--- src/rtl/muldiv_pkg.sv ---
// Shared encodings and operand-signedness helpers for the RV32M multiply/divide sequencer.
package muldiv_pkg;

  localparam logic [2:0] MUL    = 3'b000;
  localparam logic [2:0] MULH   = 3'b001;
  localparam logic [2:0] MULHSU = 3'b010;
  localparam logic [2:0] MULHU  = 3'b011;
  localparam logic [2:0] DIV    = 3'b100;
  localparam logic [2:0] DIVU   = 3'b101;
  localparam logic [2:0] REM    = 3'b110;
  localparam logic [2:0] REMU   = 3'b111;

  typedef enum logic [1:0] {IDLE, BUSY, DONE} state_t;

  function automatic logic is_div(input logic [2:0] f3);
    return f3[2];
  endfunction

  // MUL is treated as signed; its low half is identical either way.
  function automatic logic is_signed_a(input logic [2:0] f3);
    return (f3 == MUL) || (f3 == MULH) || (f3 == MULHSU) || (f3 == DIV) || (f3 == REM);
  endfunction

  function automatic logic is_signed_b(input logic [2:0] f3);
    return (f3 == MUL) || (f3 == MULH) || (f3 == DIV) || (f3 == REM);
  endfunction

endpackage

--- src/rtl/muldiv_ctrl_if.sv ---
// EX-stage <-> M-extension unit handshake bundle.
interface muldiv_ctrl_if #(parameter int XLEN = 32);
  logic            StartE;
  logic [2:0]      funct3E;
  logic [XLEN-1:0] SrcA;
  logic [XLEN-1:0] SrcB;
  logic            FlushE;
  logic            StallMD;
  logic            Busy;
  logic            ResultValid;
  logic [XLEN-1:0] ResultMD;

  modport master (
    output StartE, funct3E, SrcA, SrcB, FlushE,
    input  StallMD, Busy, ResultValid, ResultMD
  );

  modport slave (
    input  StartE, funct3E, SrcA, SrcB, FlushE,
    output StallMD, Busy, ResultValid, ResultMD
  );
endinterface

--- src/rtl/muldiv_ctrl_core.sv ---
// Unsigned shift-add multiply / restoring shift-subtract divide datapath, one step per en.
// MULDIV_FAST_MUL_EN: multiplies complete on load via a combinational product.
module iter_muldiv_core #(
  parameter int XLEN = 32
) (
  input  logic            clk,
  input  logic            rst_n,
  input  logic            load,
  input  logic            en,
  input  logic            div,
  input  logic [XLEN-1:0] a,
  input  logic [XLEN-1:0] b,
  output logic [XLEN-1:0] hi,
  output logic [XLEN-1:0] lo
);

  logic [XLEN-1:0] hi_q, lo_q, b_q;
  logic            div_q;
  logic [XLEN:0]   mul_sum;
  logic [XLEN:0]   sh;
  logic            ge;
  logic [XLEN-1:0] sub;
  logic [XLEN-1:0] div_hi, div_lo;

  // hi:lo is the product (mul) or remainder:quotient-shifting-in-dividend (div).
  always_comb begin
    mul_sum = {1'b0, hi_q} + (lo_q[0] ? {1'b0, b_q} : '0);
    sh      = {hi_q, lo_q[XLEN-1]};
    ge      = (sh >= {1'b0, b_q});
    sub     = sh[XLEN-1:0] - b_q;
    div_hi  = ge ? sub : sh[XLEN-1:0];
    div_lo  = {lo_q[XLEN-2:0], ge};
  end

  always_ff @(posedge clk or negedge rst_n) begin
    if (!rst_n) begin
      hi_q  <= '0;
      lo_q  <= '0;
      b_q   <= '0;
      div_q <= 1'b0;
    end else if (load) begin
      b_q   <= b;
      div_q <= div;
`ifdef MULDIV_FAST_MUL_EN
      if (!div) begin
        {hi_q, lo_q} <= (2*XLEN)'(a) * (2*XLEN)'(b);
      end else begin
        hi_q <= '0;
        lo_q <= a;
      end
`else
      hi_q <= '0;
      lo_q <= a;
`endif
    end else if (en) begin
      if (div_q) begin
        hi_q <= div_hi;
        lo_q <= div_lo;
      end else begin
        hi_q <= mul_sum[XLEN:1];
        lo_q <= {mul_sum[0], lo_q[XLEN-1:1]};
      end
    end
  end

  assign hi = hi_q;
  assign lo = lo_q;

endmodule

--- src/rtl/muldiv_ctrl.sv ---
// RV32M MUL/DIV/REM sequencer: stalls EX until the iterative result is ready.
// MULDIV_FAST_MUL_EN: multiplies finish in one stall cycle.
module muldiv_ctrl
  import muldiv_pkg::*;
#(
  parameter int XLEN = 32
) (
  input  logic          clk,
  input  logic          rst_n,
  muldiv_ctrl_if.slave  bus
);

  localparam int CW = $clog2(XLEN) + 1;

  state_t          state, state_nx;
  logic [CW-1:0]   cnt;
  logic [2:0]      f3_q;
  logic            sa_q, sb_q, dz_q;

  logic            start, special, fast;
  logic            sa_in, sb_in, dz_in;
  logic [XLEN-1:0] amag, bmag;
  logic            core_load, core_en, stall;
  logic [XLEN-1:0] hi, lo;

  logic [2*XLEN-1:0] prod, prod_fix;
  logic [XLEN-1:0]   q_fix, r_src, r_fix, res;

  assign sa_in = is_signed_a(bus.funct3E) & bus.SrcA[XLEN-1];
  assign sb_in = is_signed_b(bus.funct3E) & bus.SrcB[XLEN-1];
  assign amag  = sa_in ? -bus.SrcA : bus.SrcA;
  assign bmag  = sb_in ? -bus.SrcB : bus.SrcB;
  assign dz_in = (bus.SrcB == '0);

  // Signed overflow: most-negative / -1.
  assign special = is_div(bus.funct3E) &&
                   (dz_in || (is_signed_b(bus.funct3E) &&
                              bus.SrcA == {1'b1, {(XLEN-1){1'b0}}} &&
                              bus.SrcB == '1));

`ifdef MULDIV_FAST_MUL_EN
  assign fast = !is_div(bus.funct3E);
`else
  assign fast = 1'b0;
`endif

  // rst_n gates the combinational stall so every output is low during reset.
  assign start = bus.StartE & ~bus.FlushE & rst_n;

  always_comb begin
    state_nx  = state;
    stall     = 1'b0;
    core_load = 1'b0;
    core_en   = 1'b0;
    case (state)
      IDLE: begin
        if (start) begin
          stall     = 1'b1;
          core_load = 1'b1;
          state_nx  = (special || fast) ? DONE : BUSY;
        end
      end
      BUSY: begin
        if (bus.FlushE) begin
          state_nx = IDLE;
        end else begin
          stall   = 1'b1;
          core_en = 1'b1;
          if (cnt == CW'(XLEN-1)) state_nx = DONE;
        end
      end
      DONE:    state_nx = IDLE;
      default: state_nx = IDLE;
    endcase
  end

  always_ff @(posedge clk or negedge rst_n) begin
    if (!rst_n) begin
      state <= IDLE;
      cnt   <= '0;
      f3_q  <= '0;
      sa_q  <= 1'b0;
      sb_q  <= 1'b0;
      dz_q  <= 1'b0;
    end else begin
      state <= state_nx;
      if (core_load) begin
        cnt  <= '0;
        f3_q <= bus.funct3E;
        sa_q <= sa_in;
        sb_q <= sb_in;
        dz_q <= is_div(bus.funct3E) & dz_in;
      end else if (core_en) begin
        cnt <= cnt + 1'b1;
      end
    end
  end

  iter_muldiv_core #(.XLEN(XLEN)) u_core (
    .clk   (clk),
    .rst_n (rst_n),
    .load  (core_load),
    .en    (core_en),
    .div   (is_div(bus.funct3E)),
    .a     (amag),
    .b     (bmag),
    .hi    (hi),
    .lo    (lo)
  );

  // Special cases skip the core: lo still holds |A| and hi is zero, which already
  // yields the overflow result; divide-by-zero overrides the quotient and remainder.
  always_comb begin
    prod     = {hi, lo};
    prod_fix = (sa_q ^ sb_q) ? -prod : prod;
    q_fix    = dz_q ? '1 : ((sa_q ^ sb_q) ? -lo : lo);
    r_src    = dz_q ? lo : hi;
    r_fix    = sa_q ? -r_src : r_src;
    case (f3_q)
      MUL:                 res = prod_fix[XLEN-1:0];
      MULH, MULHSU, MULHU: res = prod_fix[2*XLEN-1:XLEN];
      DIV, DIVU:           res = q_fix;
      default:             res = r_fix;
    endcase
  end

  assign bus.StallMD     = stall;
  assign bus.Busy        = (state != IDLE);
  assign bus.ResultValid = (state == DONE);
  assign bus.ResultMD    = (state == DONE) ? res : '0;

endmodule

--- src/flat_wrapper.sv ---
// flat-port wrapper written by rule: the top's interface ports become plain ports
module muldiv_ctrl_flat import muldiv_pkg::*;
#(
  parameter int XLEN = 32
)
  (clk, rst_n, bus_StartE, bus_funct3E, bus_SrcA, bus_SrcB, bus_FlushE, bus_StallMD, bus_Busy, bus_ResultValid, bus_ResultMD);
  muldiv_ctrl_if #(.XLEN(XLEN)) bus_i ();
  input  logic clk;
  input  logic rst_n;
  input wire logic [$bits(bus_i.StartE)-1:0] bus_StartE;
  input wire logic [$bits(bus_i.funct3E)-1:0] bus_funct3E;
  input wire logic [$bits(bus_i.SrcA)-1:0] bus_SrcA;
  input wire logic [$bits(bus_i.SrcB)-1:0] bus_SrcB;
  input wire logic [$bits(bus_i.FlushE)-1:0] bus_FlushE;
  output wire logic [$bits(bus_i.StallMD)-1:0] bus_StallMD;
  output wire logic [$bits(bus_i.Busy)-1:0] bus_Busy;
  output wire logic [$bits(bus_i.ResultValid)-1:0] bus_ResultValid;
  output wire logic [$bits(bus_i.ResultMD)-1:0] bus_ResultMD;
  assign bus_i.StartE = bus_StartE;
  assign bus_i.funct3E = bus_funct3E;
  assign bus_i.SrcA = bus_SrcA;
  assign bus_i.SrcB = bus_SrcB;
  assign bus_i.FlushE = bus_FlushE;
  assign bus_StallMD = bus_i.StallMD;
  assign bus_Busy = bus_i.Busy;
  assign bus_ResultValid = bus_i.ResultValid;
  assign bus_ResultMD = bus_i.ResultMD;
  muldiv_ctrl #(.XLEN(XLEN)) u_core (.clk(clk), .rst_n(rst_n), .bus(bus_i));
endmodule
--- config.mk ---
export PLATFORM = sky130hd
export DESIGN_NAME = muldiv_ctrl_flat
export DESIGN_NICKNAME = d
export VERILOG_FILES = /design/src/rtl/muldiv_pkg.sv /design/src/rtl/muldiv_ctrl_if.sv /design/src/rtl/muldiv_ctrl_core.sv /design/src/rtl/muldiv_ctrl.sv /design/src/flat_wrapper.sv
export SDC_FILE = /design/constraint.sdc
export NUM_CORES = 1
export LEC_CHECK = 0
export BUFFER_PORTS_ARGS = -buffer_cell sky130_fd_sc_hd__buf_2
export CELL_PAD_IN_SITES_DETAIL_PLACEMENT = 1
export CELL_PAD_IN_SITES_GLOBAL_PLACEMENT = 1
export CORE_MARGIN = 3
export CORE_UTILIZATION = 45
export DETAILED_ROUTE_END_ITERATION = 6
export PLACE_DENSITY = 0.83
export SLEW_MARGIN = 25
export SYNTH_ARGS = -nofsm -noshare
export SYNTH_HDL_FRONTEND = slang
export SYNTH_HIERARCHICAL = 1
export SYNTH_SLANG_ARGS = --single-unit
--- constraint.sdc ---
create_clock -name clk -period 5.3 [get_ports clk]
set_clock_uncertainty 0.15 [all_clocks]
set_input_delay 0.265 -clock clk [delete_from_list [all_inputs] [get_ports clk]]
set_output_delay 0.265 -clock clk [all_outputs]
set_load 0.03 [all_outputs]
==> flow_metrics.py <==
metrics = {
    "run_status": {
        "status": "finished with violations",
        "violations": "negative hold slack",
    },
    "logic_synthesis": {
        "synthesis.nets": 2079,
        "ys_types": 96,
        "ys.flop_type": "dfrtp_1",
        "ys_ff_latch": 111,
        "yosysSeqAreaShare_pct": 19.2,
        "syn_area_sq_mm": 0.0145,
        "async_reset_ff_share_pct": 100,
        "ys_warn_count": 6,
        "avgSynthCellArea_sq_um": 7.48,
        "synth_edf_count": 0,
        "synth_cells": 1936,
    },
    "global_routing": {
        "grt.overflow.total": 0,
        "track_usage_pct": 32.6,
        "grt_first_pass_wirelength_um": 88700,
        "antenna_found_initial": 1,
        "grt_pass1_vias": 15600,
        "grt_max_degree": 91,
    },
    "worst_setup_path": {
        "worst-setup-path-type": "reg -> out",
        "start_kind": "flop",
        "crit_slowest_cell": "or4_1",
        "crit_arrival_ps": 4130,
        "crit_family": "simple AND/OR/NAND/NOR gates",
        "cp.required_ps": 4890,
        "cpMostUsedCell": "buf_4",
        "max_stage_delay_ps": 710,
        "path_cells": "or4_1 -> nor4_4 -> buf_4 -> nand4_2 -> buf_4 -> o31ai_1 -> xnor2_1 -> a221oi_1 -> a211oi_1 -> buf_2",
        "worst-path-buf-inv": 3,
        "cp-end-kind": "primary output",
        "worstPathMaxFanout": 9,
    },
    "cts": {
        "root_buffer": "clkbuf_16",
        "cts.path.max_buffers": 2,
        "cts_max_level": 3,
        "clk_pin_slew_ps": 70,
        "numClockSinks": 111,
        "ctsResizeCount": 0,
        "numCtsBuffers": 9,
        "cts_tree": "built",
        "insertion_delay_ps": 370,
        "cts_setup_buffers": 0,
        "hold_buffers": 0,
    },
    "placement": {
        "port_buffers": 105,
        "gp_congestion": 0.972,
        "place_hpwl_um": 43600,
        "dp_cells": 2362,
    },
    "timing": {
        "setup_viol_count_final": 0,
        "slew_violations": 0,
        "fmax_mhz": 220,
        "tns_ps": 0,
        "maxSlewHeadroom_pct": 27.2,
        "tightest_slew_ps": 1090,
        "post-route-min-period_ps": 4550,
        "whs_ps": -31.7,
        "finalCritPeriodShare_pct": 85.8,
        "rsz0062_at_grt": "no",
        "finalHoldViolCount": 13,
    },
    "worst_hold_path": {
        "min_path_type": "in -> async",
    },
    "cells_and_area": {
        "antenna_cells": 0,
        "seqCellArea_sq_mm": 0.00278,
        "fin_nets": 2114,
        "drive_above_1_share_pct": 12.8,
        "n_fill_cell": 4015,
        "final_cell_mix": "o21ai_0, nand2_1, nor2_1, a21oi_1, dfrtp_1",
        "layout_commonest_cell": "o21ai_0",
        "layout.cells.non_filler": 2378,
        "area_growth_pct": 7.54,
        "multiInputGateArea_sq_mm": 0.0109,
    },
    "route": {
        "ant_nets": 0,
        "vias": 15800,
        "first_pass_iters": 5,
        "drc_errors": 0,
        "drt_iter0_drc": 1471,
        "avgViaCountPerCell": 6.66,
        "post_drt_wl_per_cell_um": 24.1,
        "drt-total-wl_um": 57300,
    },
    "floorplan": {
        "die-area_sq_mm": 0.0344,
        "design.core.area_sq_mm": 0.0316,
        "pin_count": 106,
        "die_y_um": 185,
        "rows": 65,
        "floorplan.initialDensity_pct": 45.8,
        "die-width_um": 185,
    },
    "power_and_ir_drop": {
        "power_density_mw_per_mm2": 498,
        "peakVddDrop_mv": 0.215,
        "p_leak_nw": 6.19,
    },
    "flow_run": {
        "cap_violations": 0,
    },
}
-- per-layer routing --
layer  wire [um]  vias to the layer above  track usage (%)  share of wire [%]
met4        2290                        0             13.4                4.0
li1            -                     7174                -                  -
met2       25100                      707             50.2                 44
met5           0                        -                0                  0
met1       25200                     7807             45.4                 44
met3        4620                      141             5.36                8.1
-- flip-flops by register name, indices dropped and copies added (netlist names) --
signal and flops:
u_core/cnt 6, u_core/dz_q 1, u_core/f3_q 3, u_core/sa_q 1, u_core/sb_q 1, u_core/state 2, u_core/u_core/b_q 32, u_core/u_core/div_q 1
u_core/u_core/hi 32, u_core/u_core/lo 32
-- worst register-to-register path, delay by kind of cell, from the launching register on --
kind | cells | cell delay [ps]
compound gates | 7 | 1780
fa+ha+maj | 1 | 390
buf+inv | 1 | 420
flops | 1 | 640
mux | 2 | 550
-- logic make-up (layout without fill, tap and decap cells) --
group | count (synthesis) | after routing | synth area share [%]
AO/OA/AOI/OAI | 625 | 625 | 28.4
XOR/XNOR | 187 | 187 | 11.3
adder cells (fa/ha/maj) | 72 | 72 | 6.33
buffers and inverters | 198 | 238 | 5.79
flip-flops | 111 | 111 | 19.2
multiplexers | 88 | 88 | 6.29
AND/OR/NAND/NOR | 655 | 655 | 22.7
-- synth_stat cells, types with 46 or more instances --
library cell  instances  area share [%]
nand2_1             201             5.2
and2_1               46             2.0
clkbuf_1             80             2.1
nor3_1               60             2.1
mux2i_1              70             4.8
ha_1                 70             6.0
dfrtp_1             111              19
inv_1                81             2.1
o21ai_0             209             7.2
a21oi_1             127             4.4
xor2_1               87             5.3
xnor2_1             100             6.0
nor2_1              141             3.7
-- final timing paths --
path / slack [ps] / cells after the start / from / to
max: 750 / 10 / u_core/u_core/lo[10] / bus_ResultMD[4]
min: -30 / 2 / rst_n / u_core/u_core/lo[22]
max reg2reg: 1240 / 11 / u_core/u_core/hi[22] / u_core/u_core/hi[17]
min reg2reg: 400 / 2 / u_core/u_core/b_q[30] / u_core/u_core/b_q[30]
max in group asynchronous: 3650 / 3 / rst_n / u_core/dz_q
min in group clk: 30 / 2 / bus_funct3E[0] / u_core/f3_q[0]
-- cell type report --
| cell class | count | area share [%] |
|---|---|---|
| clock inverter | 5 | 0.265 |
| multi-input combinational | 1627 | 70.1 |
| tap | 402 | 3.23 |
| sequential | 111 | 17.9 |
| inverter | 81 | 1.95 |
| clock buffer | 11 | 1.49 |
| timing repair buffer | 141 | 5.13 |
-- report_power, final --
part           internal (mW)  leakage, nW  switching, mW
clock network          0.325        0.127          0.341
logic                   2.05         4.69           3.38
registers               1.08         1.38          0.580
total                   3.45         6.19           4.30
-- per-stage QoR --
stage | worst slack (ps) | power, mW | util [%] | cell area (sq um) | hold slack [ps]
final | 752 | 7.75 | 49.2 | 15600 | -31.7
after global routing | 658 | 8.28 | 49.2 | 15600 | 3.03
after CTS | 906 | 7.60 | 49.2 | 15600 | 1.27
after detailed placement | 1320 | 6.89 | 48.3 | 15300 | 394
after global placement | 1300 | 6.69 | 48.3 | 15300 | 381
after floorplan | 932 | 5.41 | - | 14500 | -181
Note: power is estimated with default switching activity, not from simulation.
